<file path="src/rtl/mfp_ahb_lite_master_pkg.sv">
// mfp_ahb_lite_master_pkg: AHB-Lite encodings, slot record and command legality check.
package mfp_ahb_lite_master_pkg;
  localparam logic [1:0] HTRANS_IDLE   = 2'b00;
  localparam logic [1:0] HTRANS_NONSEQ = 2'b10;
  localparam logic [2:0] HSIZE_BYTE    = 3'd0;
  localparam logic [2:0] HSIZE_HALF    = 3'd1;
  localparam logic [2:0] HSIZE_WORD    = 3'd2;
  localparam logic [2:0] HBURST_SINGLE = 3'b000;
  typedef struct packed {
    logic        valid;
    logic        write;
    logic [2:0]  size;
    logic [31:0] addr;
    logic [31:0] wdata;
    logic        bad;
  } slot_t;
  function automatic logic is_bad(input logic [2:0] size, input logic [1:0] addr);
    return size > HSIZE_WORD || (size == HSIZE_HALF && addr[0]) || (size == HSIZE_WORD && addr != 2'b00);
  endfunction
endpackage

</file>
<file path="src/rtl/mfp_ahb_lite_lane_steer.sv">
// mfp_ahb_lite_lane_steer: combinational byte-lane steering.
//   size/addr/big_endian select the lanes; wdata -> hwdata replicates narrow
//   writes across all lanes; hrdata -> rdata extracts and zero-extends reads.
module mfp_ahb_lite_lane_steer
  import mfp_ahb_lite_master_pkg::*;
(
  input  logic [2:0]  size,
  input  logic [1:0]  addr,
  input  logic        big_endian,
  input  logic [31:0] wdata,
  input  logic [31:0] hrdata,
  output logic [31:0] hwdata,
  output logic [31:0] rdata
);
  logic [1:0] byte_lane;
  logic       half_lane;
  // big-endian lane index is the mirror: 3-addr for bytes, ~addr[1] for halves
  assign byte_lane = big_endian ? ~addr : addr;
  assign half_lane = big_endian ? ~addr[1] : addr[1];
  assign hwdata = size == HSIZE_BYTE ? {4{wdata[7:0]}} :
                  size == HSIZE_HALF ? {2{wdata[15:0]}} : wdata;
  assign rdata  = size == HSIZE_BYTE ? {24'd0, hrdata[{byte_lane, 3'b000} +: 8]} :
                  size == HSIZE_HALF ? {16'd0, hrdata[{half_lane, 4'b0000} +: 16]} : hrdata;
endmodule

</file>
<file path="src/rtl/mfp_ahb_lite_master_port.sv">
// mfp_ahb_lite_master_port: valid/ready command stream to pipelined AHB-Lite single transfers.
//   cmd_*  : command in (valid/ready), one in-order response per command on rsp_*
//   H*     : AHB-Lite initiator bus toward the matrix; SI_Endian selects lane mapping
//   A-slot drives the address phase, D-slot the data phase; both advance on HREADY.
module mfp_ahb_lite_master_port
  import mfp_ahb_lite_master_pkg::*;
#(
  parameter logic [3:0] HPROT_VALUE = 4'b0011
) (
  input  logic        HCLK,
  input  logic        HRESET,
  input  logic        cmd_valid,
  output logic        cmd_ready,
  input  logic        cmd_write,
  input  logic [2:0]  cmd_size,
  input  logic [31:0] cmd_addr,
  input  logic [31:0] cmd_wdata,
  output logic        rsp_valid,
  output logic [31:0] rsp_rdata,
  output logic        rsp_error,
  output logic [31:0] HADDR,
  output logic [2:0]  HBURST,
  output logic        HMASTLOCK,
  output logic [3:0]  HPROT,
  output logic [2:0]  HSIZE,
  output logic [1:0]  HTRANS,
  output logic [31:0] HWDATA,
  output logic        HWRITE,
  input  logic [31:0] HRDATA,
  input  logic        HREADY,
  input  logic        HRESP,
  input  logic        SI_Endian
);
  slot_t       a, d, cmd_slot;
  logic        accept;
  logic [31:0] rdata_x;
  logic        unused_addr;
  assign cmd_ready = ~a.valid | HREADY;
  assign accept    = cmd_valid & cmd_ready;
  assign cmd_slot  = '{valid: 1'b1, write: cmd_write, size: cmd_size, addr: cmd_addr,
                       wdata: cmd_wdata, bad: is_bad(cmd_size, cmd_addr[1:0])};
  // an empty A-slot may be filled during a wait state; it then simply waits its turn
  always_ff @(posedge HCLK) begin
    if (HRESET) begin
      a <= '0;
      d <= '0;
    end else if (HREADY) begin
      d <= a;
      a <= accept ? cmd_slot : '0;
    end else if (accept) begin
      a <= cmd_slot;
    end
  end
  // bad commands ride the pipeline as IDLE so their error response stays in order
  assign HTRANS    = a.valid & ~a.bad ? HTRANS_NONSEQ : HTRANS_IDLE;
  assign HADDR     = a.addr;
  assign HSIZE     = a.size;
  assign HWRITE    = a.write;
  assign HBURST    = HBURST_SINGLE;
  assign HMASTLOCK = 1'b0;
  assign HPROT     = HPROT_VALUE;
  mfp_ahb_lite_lane_steer u_steer (
    .size       (d.size),
    .addr       (d.addr[1:0]),
    .big_endian (SI_Endian),
    .wdata      (d.wdata),
    .hrdata     (HRDATA),
    .hwdata     (HWDATA),
    .rdata      (rdata_x)
  );
  assign rsp_valid   = d.valid & HREADY;
  assign rsp_error   = d.valid & (d.bad | HRESP);
  assign rsp_rdata   = rsp_valid & ~d.write & ~rsp_error ? rdata_x : 32'd0;
  assign unused_addr = ^d.addr[31:2];
endmodule

</file>
<file path="config.mk">
export PLATFORM = sky130hd
export DESIGN_NAME = mfp_ahb_lite_master_port
export DESIGN_NICKNAME = d
export VERILOG_FILES = /design/src/rtl/mfp_ahb_lite_master_pkg.sv /design/src/rtl/mfp_ahb_lite_lane_steer.sv /design/src/rtl/mfp_ahb_lite_master_port.sv
export SDC_FILE = /design/constraint.sdc
export NUM_CORES = 1
export LEC_CHECK = 0
export ABC_AREA = 1
export CAP_MARGIN = 10
export CORE_ASPECT_RATIO = 1.75
export CORE_UTILIZATION = 38
export CTS_BUF_LIST = sky130_fd_sc_hd__clkbuf_4
export CTS_CLUSTER_SIZE = 25
export DETAILED_ROUTE_END_ITERATION = 10
export DONT_BUFFER_PORTS = 1
export HOLD_SLACK_MARGIN = 0.03
export MAX_ROUTING_LAYER = met4
export SLEW_MARGIN = 20
export SYNTH_ARGS = -nofsm -noshare
export SYNTH_HDL_FRONTEND = slang
export SYNTH_HIERARCHICAL = 1
export SYNTH_SLANG_ARGS = --single-unit
</file>
<file path="constraint.sdc">
create_clock -name HCLK -period 1.7 [get_ports HCLK]
set_clock_uncertainty 0.15 [all_clocks]
set_input_delay 0 -clock HCLK [delete_from_list [all_inputs] [get_ports HCLK]]
set_output_delay 0 -clock HCLK [all_outputs]
set_load 0.02 [all_outputs]
</file>
Word-level counts from Yosys, hierarchy flattened --
Index checks and enable logic that the tools add are counted. Widths: inputs -> output; s select.
Storage, ports and cells: memories 0, register bits 110, ROM bits 0, word-level logic and storage cells 50, bits in latches 0, RAM bits 0, output and inout port bits 113, input bits 106
Operators by class: eq/ne operators 3, divide/modulo/power cells 0, order comparisons 1, reductions and logical operators 7, add/subtract/negate cells 0, shifts and indexed selects 2, mux-type cells 11, multiply operators 0, bitwise logic cells 14
Operators with widths (number):
- $mux 70 | 3
- $mux 32 | 5
- $shiftx 32x6->16 | 1
- $shiftx 32x6->8 | 1
- $and 1x1->1 | 6
- $eq 3x1->1 const B | 2
- $not 1->1 | 5
- $mux 2 | 2
- $reduce_bool 2->1 | 2
- $eq 3x2->1 const B | 1
- $gt 3x2->1 const B | 1
- $logic_not 3->1 | 1
- $logic_and 1x1->1 | 2
- $logic_or 1x1->1 | 2
- $not 2->2 | 1
- $or 1x1->1 | 2
- $mux 1 | 1

Longest topological paths before layout --
Gate-level depths: netlist (run 1).
word-level depth 6, depth in mapped cells 11

Cells and area by module --
The synthesis (run 1) kept the hierarchy.
Modules (own cells, without submodules):
- mfp_ahb_lite_master_port | area each 4493.1 sq um, instances 1, cells an instance 604
- mfp_ahb_lite_lane_steer | area each 1229.9 sq um, instances 1, cells an instance 271

Worst setup path before layout (run 1) --
No wires, ideal clock.
path kind register to output, from register d[66] in the netlist's numbering, to output rsp_rdata[14], path slack 41 ps, arrival 1509 ps, cell stages (with the launch flop) 10, required time 1550 ps, cells stage by stage dfxtp_1 inv_1 nand2_2 nor2_2 nand2_4 inv_1 nor2_1 nor2_1 inv_1 nor2_1
Between the ends: cells in the longest elaborated chain, start to end 4, elaborated cells between the ends (all ways) 5
RTL lines:
- start, declared | line mfp_ahb_lite_master_port.sv:34 | slot_t a, d, cmd_slot;
- start signal, assigned | line mfp_ahb_lite_master_port.sv:46 | d <= '0;
- start signal, assigned | line mfp_ahb_lite_master_port.sv:48 | d <= a;
- $eq 3x1->1 | line mfp_ahb_lite_lane_steer.sv:23 | size == HSIZE_HALF ? {16'd0, hrdata[{half_lane, 4'b0000} +: 16]} : hrdata;
- $mux 32 | line mfp_ahb_lite_lane_steer.sv:23
- $mux 32 * | line mfp_ahb_lite_lane_steer.sv:22 | assign rdata = size == HSIZE_BYTE ? {24'd0, hrdata[{byte_lane, 3'b000} +: 8]} :
- named net rdata_x[14] | line mfp_ahb_lite_master_port.sv:36 | logic [31:0] rdata_x;
- $mux 32 * | line mfp_ahb_lite_master_port.sv:73 | assign rsp_rdata = rsp_valid & ~d.write & ~rsp_error ? rdata_x : 32'd0;
- end, declared | line mfp_ahb_lite_master_port.sv:19 | output logic [31:0] rsp_rdata,
The timed path passes the listed nets; every way through them passes the cells marked *.

Worst setup path in the final report (run 1) --
from register d[67] in the netlist's numbering, to output rsp_rdata[12]
The elaborated chain is that of the path after synthesis.

==> key figures, run 1 <==
STA
  • Slew HR: 63.8%
  • Worst Max-Slew Pin Slew: 0.543 ns
  • Hold Violations, Final: 68
  • Final setup violation count: 56
  • Max Clock Freq: 483 MHz
  • WHS: -0.248 ns
  • Tcrit/Tclk final: 122%
  • Setup TNS: -16.03 ns
  • Tmin final: 2.07 ns
  • Max Slew Vio Count: 0
  • RSZ-0062 raised after global routing: true
  • Final WS setup: -0.370 ns

Placement
  • Placed cell count: 1042
  • Number of I/O port buffers: 0
  • Post-place instance area: 6010 µm²
  • DP HPWL: 12500 µm
  • Gpl congestion: 0.990
  • Pre-CTS WS: -0.0661 ns

Clock network
  • Clk Latency, worst-skew pair: 0.46 ns
  • CTS Buf Count: 9
  • CTS tree: yes
  • Bufs on Longest Clock Path: 2
  • CTS Root Buffer Type: clkbuf_4
  • H-tree Lvls: 3
  • Hold_buf cts: 78
  • Reg clk slew, reported paths: 0.15 ns
  • Clk sinks: 110

Global routing
  • Global-route wire length before repair: 27100 µm
  • Initial antenna violation count: 1
  • Maximum number of pins on one net before global-route repair: 71
  • M2 GR Usage: 42.8%
  • Grt met3 use: 3.94%
  • Tot GR Track Use: 23.5%
  • GR Util met1: 23.1%
  • Vias in the first global route: 5429
  • Busiest grt layer: met2
  • GRT overflow: 0

Yosys
  • Post-synth EDFFs: 0
  • Ys async rst share: 0%
  • Area contributors post-synth: dfxtp_1 38%, nand2_1 14%, nor2_1 9.6%
  • Post-synth top cells: 216 x nand2_1, 146 x nor2_1, 110 x dfxtp_1, 86 x inv_1, 60 x a21oi_1
  • Synth Register Bits: 110
  • Syn Inst Count: 875
  • Yosys warnings: 6
  • Area share of the largest cell type after synthesis: 38.5%
  • Most frequent cell after synthesis: nand2_1
  • Synth unique cells: 24
  • Syn avg cell area: 6.54 µm²
  • Main synth FF type: dfxtp_1
  • Mapped cell area: 5720 µm²
  • Seq/Total Area, Yosys: 38.5%
  • Area leader, netlist: dfxtp_1

Detailed routing
  • Drc violations: 0
  • Final WL: 18400 µm
  • Via-per-instance ratio: 4.96
  • Post-route ant nets: 0
  • Iteration-0 DRC Markers: 272
  • Drt pass-1 iters: 6
  • Vias: 5755
  • WL per Instance: 15.8 µm

Die
  • I/O pin cnt: 219
  • Cell Rows: 59
  • Die H: 164 µm
  • Core Area: 14800 µm²
  • Die width: 94.8 µm
  • Die area: 15600 µm²
  • Initial core utilization: 38.8%

Outcome
  • Status: finished with violations
  • Failing checks: negative hold slack, negative setup slack

Setup path
  • Max FO, Critical Path: 16
  • WP data required: 1.55 ns
  • Critical path class: reg -> out
  • Critical path arrival: 1.92 ns
  • Reg2Reg Setup Slack: 0.15 ns
  • Critical path startpoint category: flop
  • Setup crit end kind: primary output

Min path
  • Worst min-delay path class: in -> reg

Final layout
  • Register area: 2210 µm²
  • P&R area growth vs syn: 35.3%
  • Nets: 1078
  • Area occupied by multi-input gates: 2920 µm²
  • Fill cell count: 1504
  • Share of layout cells above drive strength 1: 23.0%
  • Final cell count without fillers: 1160
  • Post-route cell area: 7740 µm²

Pwr
  • Pwr Total: 6.02 mW
  • Total power divided by cell area: 777 nW/µm²
  • Peak supply drop: 514 µV
  • Pleak: 3.42 nW

Job
  • Maxcap violations: 0
==> metal layers <==
layer / vias to the layer above / routed length (µm)
met4: 0 / 867
met5: - / 0
met2: 245 / 9680
met3: 54 / 1200
li1: 2846 / -
met1: 2610 / 6620
==> registers in the layout, summed over array words and instances, names as in the netlist <==
| register | cells |
|---|---|
| HADDR | 32 |
| HSIZE | 3 |
| HWRITE | 1 |
| a | 34 |
| d | 40 |
==> critical path: stages, from the launching register on <==
cell,delay [ns]
dfxtp_2,0.35
inv_2,0.06
nand2_4,0.08
buf_12,0.13
nor2_4,0.20
inv_1,0.11
buf_12,0.17
o21ai_1,0.08
nor2_1,0.06
inv_1,0.05
nor2_1,0.04
buf_4,0.16
==> power by group <==
group	switching (mW)	leakage, nW	total, mW	internal (mW)
clock network	0.820	0.0939	1.57	0.748
registers	0.174	0.908	2.89	2.72
logic	0.866	2.42	1.56	0.690
total	1.86	3.42	6.02	4.16
==> area by class of cell <==
| cell class | instances | area share, % |
|---|---|---|
| repair buffers | 180 | 24.0 |
| clock buffers | 10 | 0.970 |
| diodes | 1 | 0.0323 |
| clock inverters | 5 | 1.28 |
| well taps | 183 | 2.96 |
| inverters | 88 | 4.41 |
| flip-flops and latches | 110 | 28.6 |
| multi-input cells | 583 | 37.8 |
==> metrics by stage <==
stage / hold slack [ns] / utilization, %
CTS: -0.290 / 50.2
finish: -0.248 / 52.4
detailed placement: -0.0790 / 40.7
global route: -0.285 / 52.4
global placement: -0.0787 / 40.7
floorplan: -0.00683 / -
==> cells by family (layout without fill, tap and decap cells) <==
group / count (synthesis) / in the layout / share of synthesized area, %
AOI/OAI and AO/OA: 138 / 138 / 13.5
buffers and inverters: 189 / 283 / 16.8
other: 2 / 10 / 0.131
xor gates and xnor gates: 2 / 2 / 0.634
DFF: 110 / 110 / 38.5
and+or+nand+nor: 434 / 434 / 30.5
==> what timing repair did <==
item,4_1_cts,5_1_grt
gates resized for setup,85,68
setup endpoints to repair,56,56
buffers inserted,14,12
cloned,2,1
endpoints found under the hold margin,110,68
pin swaps,10,29
==> layout by cell type (no fill, tap or decap), types with 2 or more instances in the layout <==
| cell type | count |
|---|---|
| conb_1 | 9 |
| a21oi_4 | 2 |
| nor2_4 | 7 |
| inv_2 | 5 |
| inv_1 | 80 |
| nand2_2 | 24 |
| clkbuf_16 | 2 |
| buf_4 | 63 |
| dfxtp_1 | 106 |
| buf_12 | 12 |
| nand3_1 | 49 |
| nand2_4 | 20 |
| nand2_1 | 185 |
| dlygate4sd3_1 | 73 |
| a21oi_2 | 10 |
| o21ai_1 | 4 |
| o21ai_0 | 47 |
| bufinv_16 | 3 |
| clkinvlp_4 | 3 |
| nand3_2 | 8 |
| o21ai_4 | 2 |
| buf_8 | 3 |
| clkbuf_4 | 10 |
| o211ai_1 | 8 |
| nor2_1 | 129 |
| buf_6 | 26 |
| dfxtp_2 | 2 |
| o21ai_2 | 5 |
| a21oi_1 | 60 |
| dfxtp_4 | 2 |
| nor2_2 | 11 |
==> worst paths after layout <==
check,cells after the start,to,startpoint
setup / recovery,11,rsp_rdata[12],d[67]
hold / removal,2,a[22],HRESET
setup reg to reg,5,a[25],a[69]
hold reg to reg,2,a[10],a[10]
Power figures use the tool's default switching activity.
==> run 2: changes to the inputs <==
==> constraint.sdc (replaced) <==
create_clock -name HCLK -period 1.7 [get_ports HCLK]
set_clock_uncertainty 0.15 [all_clocks]
set_input_delay 0 -clock HCLK [delete_from_list [all_inputs] [get_ports HCLK]]
set_output_delay 0 -clock HCLK [all_outputs]
set_load 0.05 [all_outputs]
==> run 2 against run 1 <==
  * Largest power group unchanged
  * Clock power fell by 21%
  * Critical endpoint is now rsp_rdata[15]
  * The run ends with negative setup slack left
  * Largest cell class unchanged
  * Die area unchanged
  * Combinational power rose by 52%
  * Final cell count up 6.8%
  * Highest routed layer unchanged
==> key figures, run 2 (synthesis gave the netlist of run 1 again) <==
Outcome
  • Status: finished with violations
  • Failing checks: negative setup slack

STA
  • Max Slew Vio Count: 0
  • RSZ-0062 raised after global routing: true
  • Final WS setup: -0.402 ns
  • Max Clock Freq: 476 MHz
  • Tcrit/Tclk final: 124%
  • Tmin final: 2.10 ns
  • Final setup violation count: 56
  • Hold Violations, Final: 0

Pwr
  • Pleak: 3.97 nW
  • Power share of the sequential group: 43.8%
  • P_int: 4.03 mW
  • Sw Pwr: 2.41 mW
  • Gate power share: 36.9%
  • Sw Ratio: 37.4%
  • Total power divided by cell area: 684 nW/µm²
  • Peak supply drop: 518 µV
  • Clk pwr share: 19.3%

Final layout
  • Post-layout util: 63.7%
  • Final cell count without fillers: 1239
  • Nets: 1155
  • Commonest non-fill, non-tap cell in the layout: nand2_1
  • Commonest non-fill, non-tap cells in the layout: 186 x nand2_1, 103 x dfxtp_1, 94 x dlygate4sd3_1, 93 x nor2_1, 66 x buf_12
  • Share of layout cells above drive strength 1: 32.1%
  • Most flops, register: d
  • Max reg flops: 40
  • P&R area growth vs syn: 64.3%

Placement
  • Placed cell count: 1091
  • DP HPWL: 12700 µm
  • Number of I/O port buffers: 0
  • Gpl congestion: 0.920

Setup path
  • Setup crit end kind: primary output
  • Critical path arrival: 1.95 ns
  • Critical path startpoint category: flop
  • Critical path class: reg -> out
  • Max FO, Critical Path: 8
  • WP data required: 1.55 ns

Clock network
  • Bufs on Longest Clock Path: 2
  • CTS Buf Count: 9
  • Reg clk slew, reported paths: 0.17 ns
  • Clk Latency, worst-skew pair: 0.47 ns
  • CTS Root Buffer Type: clkbuf_4
  • H-tree Lvls: 3
  • CTS tree: yes
  • Clk sinks: 110

Global routing
  • Initial antenna violation count: 2
  • Maximum number of pins on one net before global-route repair: 71
  • GRT overflow: 0
  • Vias in the first global route: 5809
  • Tot GR Track Use: 25.2%
  • Global-route wire length before repair: 29200 µm

Min path
  • Worst min-delay path class: in -> reg

Detailed routing
  • Drt pass-1 iters: 7
  • Via-per-instance ratio: 4.93
  • Vias: 6104
  • Drc violations: 0
  • Final WL: 20200 µm
  • WL per Instance: 16.3 µm
  • Iteration-0 DRC Markers: 294
  • Post-route ant nets: 0

Die
  • Initial core utilization: 38.8%
  • I/O pin cnt: 219
  • Die H: 164 µm
  • Cell Rows: 59
  • Die width: 94.8 µm
  • Die area: 15600 µm²
  • Core Area: 14800 µm²

Job
  • Maxcap violations: 0
## run 2: cell count changes in the layout (fill, tap and decap cells not counted), moves of 4 or more
cell	before	now
dfxtp_2	2	6
nand2_4	20	24
o21ai_4	2	8
dlygate4sd3_1	73	94
o21ai_0	47	43
nor2_4	7	40
buf_12	12	66
inv_1	80	61
nand2_2	24	18
nor2_1	129	93
inv_2	5	22
## run 2: final timing paths
| path | end | cells past startpoint | start | slack (ns) |
|---|---|---|---|---|
| min | HADDR[9] | 3 | cmd_addr[9] | 0.07 |
| min reg2reg | a[19] | 2 | a[19] | 0.32 |
| max reg2reg | d[3] | 3 | d[3] | 0.04 |
| max | rsp_rdata[15] | 8 | d[34] | -0.40 |
## run 2: layout make-up
| class | count | area (µm²) |
|---|---|---|
| fillers | 1258 | 5360 |
| multi-input cells | 583 | 3240 |
| repair buffers | 257 | 3240 |
| flip-flops and latches | 110 | 2210 |
| inverters | 88 | 350 |
| well taps | 183 | 229 |
| clock buffers | 9 | 67.6 |
| clock inverters | 7 | 57.6 |
| diodes | 2 | 5.00 |
## run 2: power by group through the flow
stage / Clock (mW) / Combinational, mW / Sequential [mW]
floorplan: 0 / 1.24 / 2.84
global placement: 0 / 1.71 / 2.86
detailed placement: 0 / 1.72 / 2.86
CTS: 1.28 / 2.21 / 2.81
global route: 1.38 / 2.51 / 2.84
finish: 1.24 / 2.37 / 2.82
## run 2: metal layers
metal  share of wire [%]  track usage, %  wire (µm)
met5                   0               -          0
met4                 5.3            13.6       1080
met3                 5.4            4.44       1090
met2                  54            46.3      10900
met1                  35            24.4       7100
## run 2: critical path, cell delays in order, from the launching register on
cell and delay [ns]:
dfxtp_4 0.40, xor2_4 0.25, nand2_4 0.11, clkinvlp_4 0.18, nor2_1 0.09, nor2_1 0.12
inv_1 0.08, nor2_4 0.10, buf_12 0.14
## run 2: timing repair
| item | 4_1_cts | 5_1_grt |
|---|---|---|
| hold buffers | 94 | 4 |
| setup buffers | 14 | 16 |
| cloned | 5 | 3 |
| setup endpoints to repair | 56 | 60 |
| resized for setup | 126 | 90 |
| pin swaps | 42 | 51 |
| endpoints found under the hold margin | 110 | 4 |
## run 2: stage by stage
stage | instance area (µm²) | total power [mW] | hold WS (ns) | setup slack (ns) | TNS [ns]
after global routing | 9400 | 6.73 | 0.0302 | -0.518 | -20.87
after CTS | 8950 | 6.30 | 0.0307 | -0.396 | -17.99
after global placement | 7210 | 4.56 | -0.0781 | 0.0171 | 0
after floorplan | 5900 | 4.08 | -0.00683 | -0.274 | -1.82
after detailed placement | 7210 | 4.58 | -0.0773 | -0.0161 | -0.0161
final | 9400 | 6.43 | 0.0656 | -0.402 | -14.80
==> run 3: changes to the inputs <==
--- a/config.mk
+++ b/config.mk
@@ -5,8 +5,10 @@
 export SDC_FILE = /design/constraint.sdc
 export NUM_CORES = 1
 export LEC_CHECK = 0
-export ABC_AREA = 1
+export ABC_AREA = 0
 export CAP_MARGIN = 10
+export CELL_PAD_IN_SITES_DETAIL_PLACEMENT = 1
+export CELL_PAD_IN_SITES_GLOBAL_PLACEMENT = 1
 export CORE_ASPECT_RATIO = 1.75
 export CORE_UTILIZATION = 38
 export CTS_BUF_LIST = sky130_fd_sc_hd__clkbuf_4
@@ -15,6 +17,7 @@
 export DONT_BUFFER_PORTS = 1
 export HOLD_SLACK_MARGIN = 0.03
 export MAX_ROUTING_LAYER = met4
+export PLACE_DENSITY_LB_ADDON = 0.1
 export SLEW_MARGIN = 20
 export SYNTH_ARGS = -nofsm -noshare
 export SYNTH_HDL_FRONTEND = slang
==> run 3 against run 2 <==
  * The run ends with negative hold slack, negative setup slack left
  * Hold slack got worse by 0.65 ns
  * Via count decreased by 11%
  * Synthesized cell count decreased by 18%
  * Combinational power decreased by 46%
  * Critical path type unchanged
  * Critical endpoint is now rsp_rdata[4]
  * Largest power group unchanged
==> key figures, run 3 <==
Detailed routing
  • Met3 wire len: 900 µm
  • Final WL: 20800 µm
  • Drt pass-1 iters: 4
  • Top layer in use: met4
  • Iteration-0 DRC Markers: 214
  • Post-route ant nets: 0
  • Met2 wire length: 11500 µm
  • Met1 WL: 7680 µm
  • Drc violations: 0
  • WL per Instance: 21.8 µm
  • Via-per-instance ratio: 5.72
  • Vias: 5453

Final layout
  • Share of layout cells above drive strength 1: 28.4%
  • Commonest non-fill, non-tap cells in the layout: 103 x dfxtp_1, 86 x a21oi_1, 76 x mux2i_1, 68 x nand3_1, 68 x o211ai_1
  • P&R area growth vs syn: 28.8%
  • Post-route cell area: 7790 µm²
  • Max reg flops: 40
  • Commonest non-fill, non-tap cell in the layout: dfxtp_1
  • Post-layout util: 50.4%
  • Nets: 865
  • Most flops, register: d

STA
  • Max Slew Vio Count: 0
  • Worst Max-Slew Pin Slew: 0.522 ns
  • Slew HR: 65.2%
  • RSZ-0062 raised after global routing: true
  • Hold Violations, Final: 75
  • Tmin final: 2.06 ns
  • Tcrit/Tclk final: 121%
  • Final WS setup: -0.355 ns
  • WHS: -0.582 ns
  • Max Clock Freq: 487 MHz
  • Setup TNS: -11.68 ns
  • Final setup violation count: 56

Global routing
  • Global-route wire length before repair: 31600 µm
  • Tot GR Track Use: 24.8%
  • Maximum number of pins on one net before global-route repair: 111
  • Initial antenna violation count: 3
  • Vias in the first global route: 5853
  • GRT overflow: 0

Placement
  • Post-place instance area: 6500 µm²
  • Number of I/O port buffers: 0
  • Gpl congestion: 0.796
  • DP HPWL: 13100 µm

Yosys
  • Area contributors post-synth: dfxtp_1 36%, mux2i_1 13%, o211ai_1 8.4%
  • Yosys warnings: 6
  • Area leader, netlist: dfxtp_1
  • Most frequent cell after synthesis: dfxtp_1
  • Post-synth top cells: 110 x dfxtp_1, 94 x a21oi_1, 80 x mux2i_1, 68 x nand3_1, 68 x o211ai_1
  • Main synth FF type: dfxtp_1
  • Area share of the largest cell type after synthesis: 36.4%
  • Post-synth EDFFs: 0
  • Ys async rst share: 0%
  • Mapped cell area: 6050 µm²
  • Syn Inst Count: 721
  • Seq/Total Area, Yosys: 36.4%
  • Synth Register Bits: 110
  • Syn avg cell area: 8.39 µm²
  • Synth unique cells: 32

Die
  • Initial core utilization: 39.1%
  • Cell Rows: 60
  • Die H: 169 µm
  • Die area: 16500 µm²
  • Die width: 97.4 µm
  • Core Area: 15500 µm²
  • I/O pin cnt: 219

Setup path
  • Reg2Reg Setup Slack: 0.16 ns
  • Max FO, Critical Path: 16
  • Critical path class: reg -> out
  • RR Startpoint: a[69]
  • Reg2Reg Depth: 4
  • WP data required: 1.55 ns
  • Critical path arrival: 1.91 ns
  • Reg2Reg Capture Point: d[69]
  • Setup crit end kind: primary output
  • Critical path startpoint category: flop

Clock network
  • Reg clk slew, reported paths: 0.20 ns
  • Clk Latency, worst-skew pair: 0.47 ns
  • Hold_buf cts: 39
  • Bufs on Longest Clock Path: 2
  • CTS tree: yes
  • H-tree Lvls: 3
  • CTS Buf Count: 9
  • CTS Root Buffer Type: clkbuf_4
  • Clk sinks: 110

Pwr
  • Peak supply drop: 443 µV
  • Pwr Total: 5.55 mW
  • Pleak: 3.24 nW
  • Total power divided by cell area: 712 nW/µm²

Min path
  • Worst min-delay path class: in -> reg
  • Hold Path Stages: 1
  • Hold Path Origin: HRESET
  • Worst Hold End: HADDR[15]

Outcome
  • Status: finished with violations
  • Failing checks: negative hold slack, negative setup slack

Job
  • Maxcap violations: 0
[run 3: per-stage QoR]
stage / std cells / hold slack, ns / setup WS, ns
2_1_floorplan: 728 / 0.0109 / -0.106
3_3_place_gp: 876 / -0.0761 / 0.0680
3_5_place_dp: 876 / -0.0782 / -0.00484
4_1_cts: 940 / -0.627 / -0.386
5_1_grt: 953 / -0.618 / -0.444
6_report: 953 / -0.582 / -0.355
[run 3: critical path, stage by stage (launching register included)]
cell and delay [ns]:
dfxtp_4 0.41, xor2_2 0.20, nand3_4 0.10, buf_12 0.17, mux2i_1 0.13, a22oi_1 0.16
and2_4 0.27
[run 3: timing repair]
| item | 4_1_cts | 5_1_grt |
|---|---|---|
| cloned | 4 | 5 |
| pin swaps | 4 | 12 |
| gates resized for setup | 126 | 13 |
| setup buffers | 5 | 8 |
| hold endpoints to repair | 110 | 109 |
| endpoints found under the setup margin | 57 | 58 |
[run 3: worst max path at each step]
stage	from	to	slack, ns	depth (start not counted)
global placement	d[34]	rsp_rdata[3]	0.07	6
detailed placement	d[34]	rsp_rdata[7]	-0.005	6
CTS	d[67]	rsp_rdata[7]	-0.39	5
finish	d[34]	rsp_rdata[4]	-0.36	6
floorplan	d[67]	HWDATA[24]	-0.11	4
global route	d[34]	rsp_rdata[0]	-0.44	6
[run 3: layout make-up]
| type | instances | area, µm² |
|---|---|---|
| Antenna cell | 3 | 7.51 |
| Clock buffer | 9 | 67.6 |
| Clock inverter | 7 | 97.6 |
| Fill cell | 1781 | 7670 |
| Inverter | 2 | 7.51 |
| Multi-Input combinational cell | 493 | 3490 |
| Sequential cell | 110 | 2220 |
| Tap cell | 186 | 233 |
| Timing Repair Buffer | 143 | 1670 |
[run 3: layer usage]
layer	track usage (%)	up-vias
met3	4.50	32
met4	11.2	0
li1	-	2571
met1	25.1	2691
met5	-	-
met2	45.7	159
[run 3: logic make-up (layout without fill, tap and decap cells)]
group	count (synthesis)	count (layout)	synth area share, %
flops	110	110	36.4
simple gates	210	210	17.5
xor+xnor	1	1	0.145
other cells	2	12	0.124
mux	90	90	15.2
buf+inv	125	161	12.0
compound gates	183	183	18.6
[run 3: report_power, final]
part	internal, mW	total (mW)	switching (mW)	leakage [nW]
clock network	0.500	1.50	0.996	0.0893
logic	0.508	1.27	0.762	2.25
registers	2.69	2.78	0.0897	0.904
